`src/rtl/aes_pkg.sv`:
```
// Shared AES datapath types and widths used by the pipeline output side.
package aes_pkg;

  localparam int BLOCK_W = 128;
  localparam int WORD_W  = 32;
  localparam int WPB     = BLOCK_W / WORD_W;
  localparam int IDX_W   = $clog2(WPB);

  typedef logic [BLOCK_W-1:0] block_t;
  typedef logic [WORD_W-1:0]  word_t;
  typedef logic [IDX_W-1:0]   word_idx_t;

  // Word 0 is the most-significant slice of the block.
  function automatic word_t block_word(block_t blk, word_idx_t idx);
    return blk[BLOCK_W-1-int'(idx)*WORD_W -: WORD_W];
  endfunction

endpackage

```
`src/rtl/aes_output_serializer_if.sv`:
```
// Bundle between the AES pipeline, the output serializer and its downstream word consumer.
interface aes_output_serializer_if #(
  parameter int DEPTH = 4
);
  import aes_pkg::*;

  localparam int CNT_W = $clog2(DEPTH) + 1;

  logic             in_valid;
  block_t           in_block;
  logic             out_valid;
  logic             out_ready;
  word_t            out_word;
  logic             out_last;
  logic [CNT_W-1:0] count;
  logic             overflow;
  logic             overflow_clear;

  modport master (
    input  in_valid, in_block, out_ready, overflow_clear,
    output out_valid, out_word, out_last, count, overflow
  );

  modport slave (
    output in_valid, in_block, out_ready, overflow_clear,
    input  out_valid, out_word, out_last, count, overflow
  );

endinterface

```
`src/rtl/aes_block_fifo.sv`:
```
// Block FIFO holding whole 128-bit AES results; full/empty come from the count, not pointer equality.
module aes_block_fifo
  import aes_pkg::*;
#(
  parameter  int DEPTH = 4,
  localparam int PTR_W = $clog2(DEPTH),
  localparam int CNT_W = PTR_W + 1
) (
  input  logic             clock,
  input  logic             reset,
  input  logic             push,
  input  logic             pop,
  input  block_t           wdata,
  output block_t           rdata,
  output logic [CNT_W-1:0] count,
  output logic             full,
  output logic             empty,
  output logic             drop
);

  block_t           mem_q [DEPTH];
  logic [PTR_W-1:0] wr_ptr_q, wr_ptr_d;
  logic [PTR_W-1:0] rd_ptr_q, rd_ptr_d;
  logic [CNT_W-1:0] count_q, count_d;
  logic             do_push;
  logic             do_pop;

  assign full    = (count_q == CNT_W'(DEPTH));
  assign empty   = (count_q == '0);
  assign do_pop  = pop && !empty;
  // The pipeline cannot stall, so a full FIFO still takes a block when the head leaves this cycle.
  assign do_push = push && (!full || do_pop);
  assign drop    = push && !do_push;
  assign rdata   = mem_q[rd_ptr_q];
  assign count   = count_q;

  always_comb begin
    wr_ptr_d = wr_ptr_q;
    rd_ptr_d = rd_ptr_q;
    count_d  = count_q;
    if (do_push) wr_ptr_d = wr_ptr_q + PTR_W'(1);
    if (do_pop)  rd_ptr_d = rd_ptr_q + PTR_W'(1);
    if (do_push && !do_pop)      count_d = count_q + CNT_W'(1);
    else if (do_pop && !do_push) count_d = count_q - CNT_W'(1);
  end

  always_ff @(posedge clock or negedge reset) begin
    if (!reset) begin
      wr_ptr_q <= '0;
      rd_ptr_q <= '0;
      count_q  <= '0;
    end else begin
      wr_ptr_q <= wr_ptr_d;
      rd_ptr_q <= rd_ptr_d;
      count_q  <= count_d;
    end
  end

  always_ff @(posedge clock) begin
    if (do_push) mem_q[wr_ptr_q] <= wdata;
  end

endmodule

```
`src/rtl/aes_output_serializer.sv`:
```
// Captures non-stallable AES result blocks and streams them out as 32-bit words, MS word first.
module aes_output_serializer
  import aes_pkg::*;
#(
  parameter int DEPTH = 4
) (
  input logic                     clock,
  input logic                     reset,
  aes_output_serializer_if.master bus
);

  localparam int CNT_W = $clog2(DEPTH) + 1;

  block_t           head_block;
  logic [CNT_W-1:0] fifo_count;
  logic             fifo_full;
  logic             fifo_empty;
  logic             fifo_drop;
  word_idx_t        idx_q, idx_d;
  logic             overflow_q, overflow_d;
  logic             head_valid;
  logic             is_last;
  logic             xfer;
  logic             pop;

  aes_block_fifo #(.DEPTH(DEPTH)) u_fifo (
    .clock (clock),
    .reset (reset),
    .push  (bus.in_valid),
    .pop   (pop),
    .wdata (bus.in_block),
    .rdata (head_block),
    .count (fifo_count),
    .full  (fifo_full),
    .empty (fifo_empty),
    .drop  (fifo_drop)
  );

  assign head_valid = !fifo_empty;
  assign is_last    = head_valid && (idx_q == word_idx_t'(WPB - 1));
  assign xfer       = head_valid && bus.out_ready;
  assign pop        = xfer && is_last;

  // A drop in the same cycle as a clear keeps the flag set.
  always_comb begin
    idx_d      = idx_q;
    overflow_d = overflow_q;
    if (xfer) idx_d = is_last ? '0 : idx_q + word_idx_t'(1);
    if (bus.overflow_clear)     overflow_d = 1'b0;
    if (fifo_drop && fifo_full) overflow_d = 1'b1;
  end

  always_ff @(posedge clock or negedge reset) begin
    if (!reset) begin
      idx_q      <= '0;
      overflow_q <= 1'b0;
    end else begin
      idx_q      <= idx_d;
      overflow_q <= overflow_d;
    end
  end

  assign bus.out_valid = head_valid;
  assign bus.out_word  = head_valid ? block_word(head_block, idx_q) : '0;
  assign bus.out_last  = is_last;
  assign bus.count     = fifo_count;
  assign bus.overflow  = overflow_q;

endmodule

```
`src/flat_wrapper.sv`:
```
// flat-port wrapper written by rule: the top's interface ports become plain ports
module aes_output_serializer_flat import aes_pkg::*;
#(
  parameter int DEPTH = 4
)
  (clock, reset, bus_in_valid, bus_in_block, bus_out_ready, bus_overflow_clear, bus_out_valid, bus_out_word, bus_out_last, bus_count, bus_overflow);
  aes_output_serializer_if #(.DEPTH(DEPTH)) bus_i ();
  input logic clock;
  input logic reset;
  input wire logic [$bits(bus_i.in_valid)-1:0] bus_in_valid;
  input wire logic [$bits(bus_i.in_block)-1:0] bus_in_block;
  input wire logic [$bits(bus_i.out_ready)-1:0] bus_out_ready;
  input wire logic [$bits(bus_i.overflow_clear)-1:0] bus_overflow_clear;
  output wire logic [$bits(bus_i.out_valid)-1:0] bus_out_valid;
  output wire logic [$bits(bus_i.out_word)-1:0] bus_out_word;
  output wire logic [$bits(bus_i.out_last)-1:0] bus_out_last;
  output wire logic [$bits(bus_i.count)-1:0] bus_count;
  output wire logic [$bits(bus_i.overflow)-1:0] bus_overflow;
  assign bus_i.in_valid = bus_in_valid;
  assign bus_i.in_block = bus_in_block;
  assign bus_i.out_ready = bus_out_ready;
  assign bus_i.overflow_clear = bus_overflow_clear;
  assign bus_out_valid = bus_i.out_valid;
  assign bus_out_word = bus_i.out_word;
  assign bus_out_last = bus_i.out_last;
  assign bus_count = bus_i.count;
  assign bus_overflow = bus_i.overflow;
  aes_output_serializer #(.DEPTH(DEPTH)) u_core (.clock(clock), .reset(reset), .bus(bus_i));
endmodule
```
`config.mk`:
```
export PLATFORM = sky130hd
export DESIGN_NAME = aes_output_serializer_flat
export DESIGN_NICKNAME = d
export VERILOG_FILES = /design/src/rtl/aes_pkg.sv /design/src/rtl/aes_output_serializer_if.sv /design/src/rtl/aes_block_fifo.sv /design/src/rtl/aes_output_serializer.sv /design/src/flat_wrapper.sv
export SDC_FILE = /design/constraint.sdc
export NUM_CORES = 1
export LEC_CHECK = 0
export ABC_AREA = 1
export CAP_MARGIN = 0
export CELL_PAD_IN_SITES_DETAIL_PLACEMENT = 0
export CELL_PAD_IN_SITES_GLOBAL_PLACEMENT = 2
export CORE_MARGIN = 2
export CORE_UTILIZATION = 40
export DETAILED_ROUTE_END_ITERATION = 8
export PLACE_DENSITY = 0.91
export SLEW_MARGIN = 20
export SYNTH_ARGS = -nofsm -noshare
export SYNTH_HDL_FRONTEND = slang
export SYNTH_SLANG_ARGS = --single-unit
```
`constraint.sdc`:
```
create_clock -name clock -period 19.7 [get_ports clock]
set_input_delay 3.94 -clock clock [delete_from_list [all_inputs] [get_ports clock]]
set_output_delay 3.94 -clock clock [all_outputs]
set_load 0.02 [all_outputs]
```
==> results.cfg, run 1 <==
[clock_tree]
cts_max_level = 2
clkSinkCount = 522
ctsHoldBuffers = 0
clk_pin_slew_ns = 0.07
cts_resized = 0
cts_buffers = 51
cts_tree = built
postCtsSetupBuffers = 0
cts_max_path_buffers = 3
clock_latency_ns = 0.60
cts-root-buf = clkbuf_16

[logic_synthesis]
synth-edff-count = 512
synth_ff_type = edfxtp_1
syn_inst = 2065
synth_top_area_frac = 0.6931
synth_area_per_cell_um2 = 10.74
synth_nets = 2205
synth_top_area_cell = edfxtp_1
yosysMostFrequentCell = nand2_1
netlist_area_um2 = 22180
ys.warnings.count = 0
ys_seq_area_frac = 0.7044
synth.distinct_cells = 25
synthTopCellsByArea = edfxtp_1 69%, nand2_1 13%, nand3_1 7.3%, inv_1 4.6%, buf_2 1.3%
ys_seq_elements = 522
synth_async_sr_flop_share = 0.01916
yosys-top-cells-count = 774 x nand2_1, 512 x edfxtp_1, 323 x nand3_1

[timing]
maxSlewViolCount = 0
post-route-period-util = 0.4426
fmaxAchievable_ghz = 0.1147
rsz0062_at_grt = no
hold_viol = 0
fin_worst_skew_ns = 0.01860
period_needed_ns = 8.720
report.final.setup_viol = 0
worst_slew_pin_slew_ns = 1.149
relSlewSlack = 0.2323
final.setup.tns_ns = 0

[routing]
routed_via_density = 4.855
detail_route.wl_per_cell_um = 18.59
drcViolationCount = 0
vias = 14532
ant_nets = 0
wirelength_um = 55630
drtIter0Drc = 1246
first_pass_iters = 6

[die]
rows = 86
ios = 171
coreArea_um2 = 54990
die_w_um = 239.5
dieArea_um2 = 57360
fp.dieH_um = 239.5
start_util = 0.4034

[setup_path]
start_kind = flip-flop
crit_path_end_kind = output port
worstSetupPathType = flip-flop to output port
arrival_ns = 4.78
crit_top_cell = nand2_1
crit_chain = inv_8 > buf_4 > nand2_1 > nand2_1 > nand2_1 > nand3_1 > nand3_1 > a21oi_1 > clkdlybuf4s50_1
crit_buf_inv = 3
worst_path_largest_cell_delay_ns = 0.93
path_max_fanout = 162
cp.required_ns = 15.76
slowest_stage = buf_4
critPathTopFamily = buffers and inverters

[flow_run]
maxCapViolCount = 0

[power_and_ir_drop]
internal_power_uw = 2435
power_density_nw_per_um2 = 152.1
p_sw_frac = 0.3833
p_clk_frac = 0.229
combPwrFrac = 0.374
p_sw_uw = 1513
p_leak_uw = 0.01051
sequentialPowerShare = 0.397
ir_worst_vdd_v = 0.0001118

[status]
outcome = completed

[placed_design]
place.port_buffers = 170
placedInstanceArea_um2 = 24410
hpwl_um = 31400
gp_congestion = 0.7524

[final_layout]
fillCellCount = 4923
nNetsFinal = 2336
final_cell_area_um2 = 25950
syn2layout_area_growth_pct = 16.99
layout-drive-gt1-share = 0.04424

[min_path]
min_path_type = flip-flop to flip-flop

[global_route]
grt_antenna_before_repair = 13
grt_pass1_wl_um = 83010
grt_usage = 0.1940
grt_pass1_vias = 13883
grt_overflow_total = 0
grt_max_degree = 195
-- final cells by class --
class	count	area [um2]	share of cell area
multi-input cells	1158	4936	0.1902
inverters	276	1046	0.04030
clock buffers	74	1405	0.05414
well taps	748	935.9	0.03606
clock inverters	21	123.9	0.004773
diodes	7	17.52	0.0006750
flip-flops and latches	522	15630	0.6024
repair buffers	187	1854	0.07145
-- per-layer routing --
layer	part of all wire	vias to the layer above	track usage	routed length [um]
li1	-	7027	-	-
met1	0.45	7030	0.2654	24800
met2	0.46	376	0.3039	25510
met3	0.073	85	0.04679	4078
met4	0.021	14	0.06610	1159
met5	0.0016	-	0	90
-- logic make-up after synthesis --
| logic type | Yosys count | synth area share |
|---|---|---|
| AOI/OAI and AO/OA | 38 | 0.008630 |
| xor gates and xnor gates | 4 | 0.001580 |
| adders and majority gates | 7 | 0.004287 |
| buffers and inverters | 385 | 0.07445 |
| DFF | 522 | 0.7044 |
| and+or+nand+nor | 1109 | 0.2067 |
-- flip-flops by register name, summed over array words and instances (netlist names) --
name,cells
u_core.u_fifo.count,3
u_core.u_fifo.wr_ptr_q,2
u_core.u_fifo.mem_q,512
u_core.idx_q,2
u_core.u_fifo.rd_ptr_q,2
u_core.bus.overflow,1
-- placed cells by master (no fill, tap or decap), drive strengths merged --
cell type | Yosys | layout
dfrtp | 10 | 10
o21ai | 3 | 3
bufinv | 0 | 1
edfxtp | 512 | 512
clkdlybuf4s50 | 0 | 170
nand2 | 776 | 776
clkinv | 0 | 21
nor2 | 9 | 9
ha | 6 | 6
xor2 | 2 | 2
nand3 | 323 | 323
buf | 93 | 17
o22ai | 1 | 1
a21oi | 34 | 34
nand4 | 1 | 1
inv | 276 | 275
clkbuf | 16 | 74
diode | 0 | 7
xnor2 | 2 | 2
fa | 1 | 1
-- path summary, 6_finish.rpt --
check,start,endpoint,slack [ns],cells past startpoint
setup / recovery,u_core.u_fifo.rd_ptr_q[0]$_DFFE_PN0P_,bus_out_word[17],10.98,9
hold / removal,u_core.u_fifo.wr_ptr_q[1]$_DFFE_PN0P_,u_core.u_fifo.wr_ptr_q[1]$_DFFE_PN0P_,0.53,2
setup reg to reg,u_core.idx_q[1]$_DFFE_PN0P_,u_core.u_fifo.mem_q[2][78]$_DFFE_PP_,15.22,8
hold reg to reg,u_core.u_fifo.wr_ptr_q[1]$_DFFE_PN0P_,u_core.u_fifo.wr_ptr_q[1]$_DFFE_PN0P_,0.53,2
max in group asynchronous,reset,u_core.u_fifo.rd_ptr_q[1]$_DFFE_PN0P_,15.62,1
min in group asynchronous,reset,u_core.u_fifo.count[2]$_DFFE_PN0P_,3.68,1
-- power groups by stage --
| stage | clock network [uW] | registers [uW] | logic, uW |
|---|---|---|---|
| 5_1_grt | 964 | 1580 | 1630 |
| 6_report | 904 | 1570 | 1480 |
| 3_5_place_dp | 0 | 1590 | 1490 |
| 4_1_cts | 922 | 1570 | 1500 |
| 2_1_floorplan | 0 | 1570 | 991 |
| 3_3_place_gp | 0 | 1580 | 1480 |
-- stage by stage --
stage                     utilization  cells  total power, uW  setup WS, ns  hold WS, ns
after CTS                      0.4717   2986             3986         11.03       0.5340
final                          0.4720   2993             3948         10.98       0.5310
after global placement         0.4439   2891             3062         11.65       0.5197
after global routing           0.4719   2990             4183         10.65       0.5654
after detailed placement       0.4439   2891             3077         11.69       0.5229
after floorplan                     -   2065             2566         9.298       0.4923
-- worst min-delay path: stages (launching register included) --
cell and delay (ns):
dfrtp_1 0.39, nand2_1 0.06, nand2_1 0.05
Power figures use the tool's default switching activity.
==> inputs of run 2 (changes only) <==
CORE_UTILIZATION = 35   (was 40)
PLACE_DENSITY = 0.85   (was 0.91)
clock period = 7.4 ns   (was 19.7 ns; I/O delays follow)
==> run 2 against run 1 <==
Against the previous run:
- sequential share of layout area is 0.88 points lower
- highest routed layer unchanged
- hold slack worse by 0.0054 ns
- via count decreased by 1.1%
==> results.cfg, run 2 (same netlist as run 1, synthesis figures left out) <==
[status]
outcome = completed

[global_route]
grt_pass1_wl_um = 86940
grt_usage = 0.1754
grt_overflow_total = 0
grt_antenna_before_repair = 23
grt_max_degree = 140
grt_pass1_vias = 13779

[routing]
routed_via_density = 4.637
drcViolationCount = 0
detail_route.wl_per_cell_um = 18.73
first_pass_iters = 5
drtIter0Drc = 1120
wirelength_um = 58070
vias = 14375
ant_nets = 0

[placed_design]
place.port_buffers = 170
place_ws_ns = 1.938
gp_congestion = 0.7564
hpwl_um = 33150

[final_layout]
multiInputGateArea_um2 = 4936
top_register = u_core.u_fifo.mem_q
largest_register_ffs = 512
layout_commonest_cell = nand2_1
seq_area_um2 = 15630
syn2layout_area_growth_pct = 18.72
nNetsFinal = 2344
layout-drive-gt1-share = 0.05073
fillCellCount = 5853
layout_common_cells = 774 x nand2_1, 512 x edfxtp_1, 323 x nand3_1

[timing]
maxSlewViolCount = 0
post-route-period-util = 0.8279
relSlewSlack = 0.2246
rsz0062_at_grt = no
worst_slew_pin_slew_ns = 1.160
report.final.setup_viol = 0
hold_viol = 0
worst_slack_ns = 1.273
fin_worst_skew_ns = 0.007813
fin_hold_ws_ns = 0.5256
fmaxAchievable_ghz = 0.1632
period_needed_ns = 6.127

[die]
coreArea_um2 = 62850
start_util = 0.3529
ios = 171
fp.dieH_um = 255.8
dieArea_um2 = 65410
rows = 92
die_w_um = 255.8

[setup_path]
cp.required_ns = 5.92
crit_path_end_kind = output port
path_max_fanout = 71
arrival_ns = 4.65
rrSetupSlack_ns = 3.99
r2r_cells = 6
start_kind = flip-flop
r2r_start = u_core.idx_q[0]$_DFFE_PN0P_
worstSetupPathType = flip-flop to output port
timing.rr.end = u_core.u_fifo.mem_q[3][78]$_DFFE_PP_
crit_start = u_core.u_fifo.rd_ptr_q[0]$_DFFE_PN0P_

[min_path]
min_to = u_core.bus.overflow$_DFFE_PN0P_
min_path_type = flip-flop to flip-flop
hold_path_depth = 2
worstHoldStart = u_core.bus.overflow$_DFFE_PN0P_

[flow_run]
maxCapViolCount = 0

[clock_tree]
clock_latency_ns = 0.60
clk_pin_slew_ns = 0.06
cts_max_level = 2
cts_resized = 0
clkSinkCount = 522
postCtsSetupBuffers = 0
cts-root-buf = clkbuf_16
cts_max_path_buffers = 3
cts_buffers = 55
cts_tree = built
ctsHoldBuffers = 0

[power_and_ir_drop]
p_leak_uw = 0.01064
power_density_nw_per_um2 = 412.0
ir_worst_vdd_v = 0.0002149
[run 2: changes by cell type in the layout (fill, tap and decap cells not counted), sizes merged]
cell,delta
clkinvlp,+1
clkbuf,-6
bufinv,+5
inv,+4
clkinv,+1
buf,+4
[run 2: how the worst max path moves through the flow]
stage	end	slack, ns	depth (start not counted)
finish	bus_out_word[1]	1.27	9
global route	bus_out_word[1]	1.01	9
CTS	bus_out_word[1]	1.29	9
detailed placement	bus_out_word[1]	1.94	9
global placement	bus_out_word[1]	1.96	9
floorplan	u_core.u_fifo.mem_q[0][0]$_DFFE_PP_	-0.54	6
[run 2: power breakdown]
group	switching [uW]	total [uW]	internal, uW	leakage [uW]
Combinational	2770	4010	1240	0.00498
Sequential	262	4160	3900	0.00481
Clock	1110	2680	1570	0.000856
Total	4140	10900	6710	0.0106
[run 2: worst max-delay path: stages, from the launching register on]
cell             delay, ns
dfrtp_4               0.95
buf_4                 0.72
buf_4                 0.75
nand2_1               0.11
nand2_1               0.10
nand2_1               0.05
nand3_1               0.09
nand3_1               0.09
a21oi_1               0.38
clkdlybuf4s50_1       0.69
[run 2: per-layer routing]
layer | wire [um] | global-route usage | part of all wire | vias to the layer above
met5 | 133 | 0 | 0.0023 | -
met4 | 1120 | 0.04418 | 0.019 | 20
met3 | 4123 | 0.04575 | 0.071 | 86
met2 | 26860 | 0.2814 | 0.46 | 333
met1 | 25830 | 0.2375 | 0.44 | 6875
li1 | - | - | - | 7061
[run 2: final cells by class]
class | instances | share of cell area
flip-flops and latches | 522 | 0.5936
multi-input cells | 1158 | 0.1874
repair buffers | 191 | 0.07203
clock buffers | 68 | 0.05411
well taps | 846 | 0.04019
inverters | 276 | 0.03986
clock inverters | 32 | 0.01207
diodes | 7 | 0.0006651
[run 2: stage by stage]
step / util / cells / instance area [um2] / power [uW] / setup TNS, ns
2_1_floorplan: - / 2065 / 22180 / 6831 / -277.73
3_3_place_gp: 0.3910 / 2993 / 24570 / 8235 / 0
3_5_place_dp: 0.3910 / 2993 / 24570 / 8272 / 0
4_1_cts: 0.4187 / 3093 / 26320 / 10970 / 0
5_1_grt: 0.4188 / 3094 / 26320 / 11480 / 0
6_report: 0.4190 / 3100 / 26340 / 10850 / 0
==> inputs of run 3 (changes only) <==
CORE_UTILIZATION = 39   (was 35)
PLACE_DENSITY = 0.89   (was 0.85)
clock period = 5.9 ns   (was 7.4 ns; I/O delays follow)
==> run 3 against run 2 <==
Against the previous run:
- die area down 10%
- non-clock buffer count grew 6
- power is 25% higher
- worst setup slack worse by 0.49 ns
- highest routed layer unchanged
- via count up 1.6%
- clock power increased by 22%
- design area decreased by 0.26%
- cell count is 2.8% lower
- sequential share of layout area rose by 0.15 points
- register-to-register slack got worse by 1.7 ns
==> results.cfg, run 3 (same netlist as run 1, synthesis figures left out) <==
[status]
outcome = completed

[routing]
top_layer = met5
ant_nets = 0
drtIter0Drc = 955
drcViolationCount = 0
wl_met2_um = 25900
wirelength_um = 55400
routed_via_density = 4.848
detail_route.wl_per_cell_um = 18.38
first_pass_iters = 5
vias = 14612
met1_length_um = 24670
met3WireLength_um = 3709

[final_layout]
seq_area_um2 = 15630
largest_register_ffs = 512
layout_common_cells = 774 x nand2_1, 512 x edfxtp_1, 323 x nand3_1
layout-drive-gt1-share = 0.05333
fillCellCount = 5093
layout_commonest_cell = nand2_1
top_register = u_core.u_fifo.mem_q
syn2layout_area_growth_pct = 18.42
nNetsFinal = 2348
multiInputGateArea_um2 = 4936

[clock_tree]
cts_resized = 0
postCtsSetupBuffers = 0
clk_pin_slew_ns = 0.06
cts_buffers = 53
cts_tree = built
clkSinkCount = 522
cts_max_path_buffers = 3
ctsHoldBuffers = 0
cts_max_level = 2
cts-root-buf = clkbuf_16
clock_latency_ns = 0.60

[global_route]
grt_max_degree = 169
grt_pass1_vias = 14117
grt_usage = 0.1861
grt_overflow_total = 0
grt_antenna_before_repair = 13
grt_pass1_wl_um = 83280

[timing]
fin_worst_skew_ns = 0.01514
worst_slew_pin_slew_ns = 1.114
final.setup.tns_ns = 0
fmaxAchievable_ghz = 0.1953
period_needed_ns = 5.119
rsz0062_at_grt = no
maxSlewViolCount = 0
hold_viol = 0
relSlewSlack = 0.2570
post-route-period-util = 0.8677
report.final.setup_viol = 0

[min_path]
min_path_type = flip-flop to flip-flop

[setup_path]
arrival_ns = 3.94
crit_buf_inv = 3
crit_top_cell = nand2_1
crit_path_end_kind = output port
critPathTopFamily = buffers and inverters
path_max_fanout = 120
worstSetupPathType = flip-flop to output port
cp.required_ns = 4.72
worst_path_largest_cell_delay_ns = 0.71
slowest_stage = inv_6
start_kind = flip-flop
crit_chain = inv_6 > buf_4 > nand2_1 > nand2_1 > nand2_1 > nand3_1 > nand3_1 > a21oi_1 > clkdlybuf4s50_1

[power_and_ir_drop]
p_leak_uw = 0.01064
power_density_nw_per_um2 = 515.4
ir_worst_vdd_v = 0.0003688
finalPower_uw = 13540

[placed_design]
hpwl_um = 31780
gp_congestion = 0.7626
place.port_buffers = 170

[die]
dieArea_um2 = 58800
coreArea_um2 = 56280
start_util = 0.3942
die_w_um = 242.5
rows = 87
fp.dieH_um = 242.5
ios = 171

[flow_run]
maxCapViolCount = 0
-- run 3: power by group --
part / leakage (uW) / total (uW) / internal, uW / switching [uW]
combinational: 0.00502 / 5140 / 1600 / 3530
clock: 0.000812 / 3260 / 1870 / 1390
sequential: 0.00481 / 5140 / 4890 / 256
-- run 3: path summary, 6_finish.rpt --
path,cells after the start,start,slack (ns),end
worst min-delay path,2,u_core.u_fifo.wr_ptr_q[0]$_DFFE_PN0P_,0.54,u_core.u_fifo.wr_ptr_q[0]$_DFFE_PN0P_
min in group asynchronous,1,reset,0.95,u_core.u_fifo.count[1]$_DFFE_PN0P_
max in group asynchronous,1,reset,4.52,u_core.u_fifo.rd_ptr_q[1]$_DFFE_PN0P_
worst max register to register,7,u_core.idx_q[0]$_DFFE_PN0P_,2.34,u_core.u_fifo.mem_q[1][37]$_DFFE_PP_
worst min register to register,2,u_core.u_fifo.wr_ptr_q[0]$_DFFE_PN0P_,0.54,u_core.u_fifo.wr_ptr_q[0]$_DFFE_PN0P_
worst max-delay path,9,u_core.u_fifo.rd_ptr_q[0]$_DFFE_PN0P_,0.78,bus_out_word[13]
-- run 3: tightest hold or removal path, cell delays in order (launching register included) --
cell and delay [ns]:
dfrtp_1 0.39, nand2_1 0.07, nand2_1 0.05
-- run 3: through the flow --
stage          worst slack, ns  std cells  utilization  cell area (um2)  hold WS (ns)
2_1_floorplan           -1.742       2065            -            22180        0.4923
3_3_place_gp             1.367       2909       0.4363            24550        0.5112
3_5_place_dp             1.333       2909       0.4363            24550        0.5362
4_1_cts                 0.6908       3006       0.4664            26250        0.5454
5_1_grt                 0.5116       3012       0.4667            26260        0.5827
6_report                0.7805       3014       0.4668            26270        0.5442
-- run 3: layout make-up --
class | instances | share of cell area
Clock inverter | 39 | 0.01334
Tap cell | 756 | 0.03601
Sequential cell | 522 | 0.5952
Timing Repair Buffer | 197 | 0.07583
Antenna cell | 8 | 0.0007621
Clock buffer | 58 | 0.05121
Multi-Input combinational cell | 1158 | 0.1879
Inverter | 276 | 0.03977
-- run 3: per-layer routing --
layer  vias to the layer above  GRT usage
li1                       7059          -
met1                      7074     0.2561
met2                       397     0.2972
met3                        76    0.03944
met4                         6    0.05537
met5                         -          0
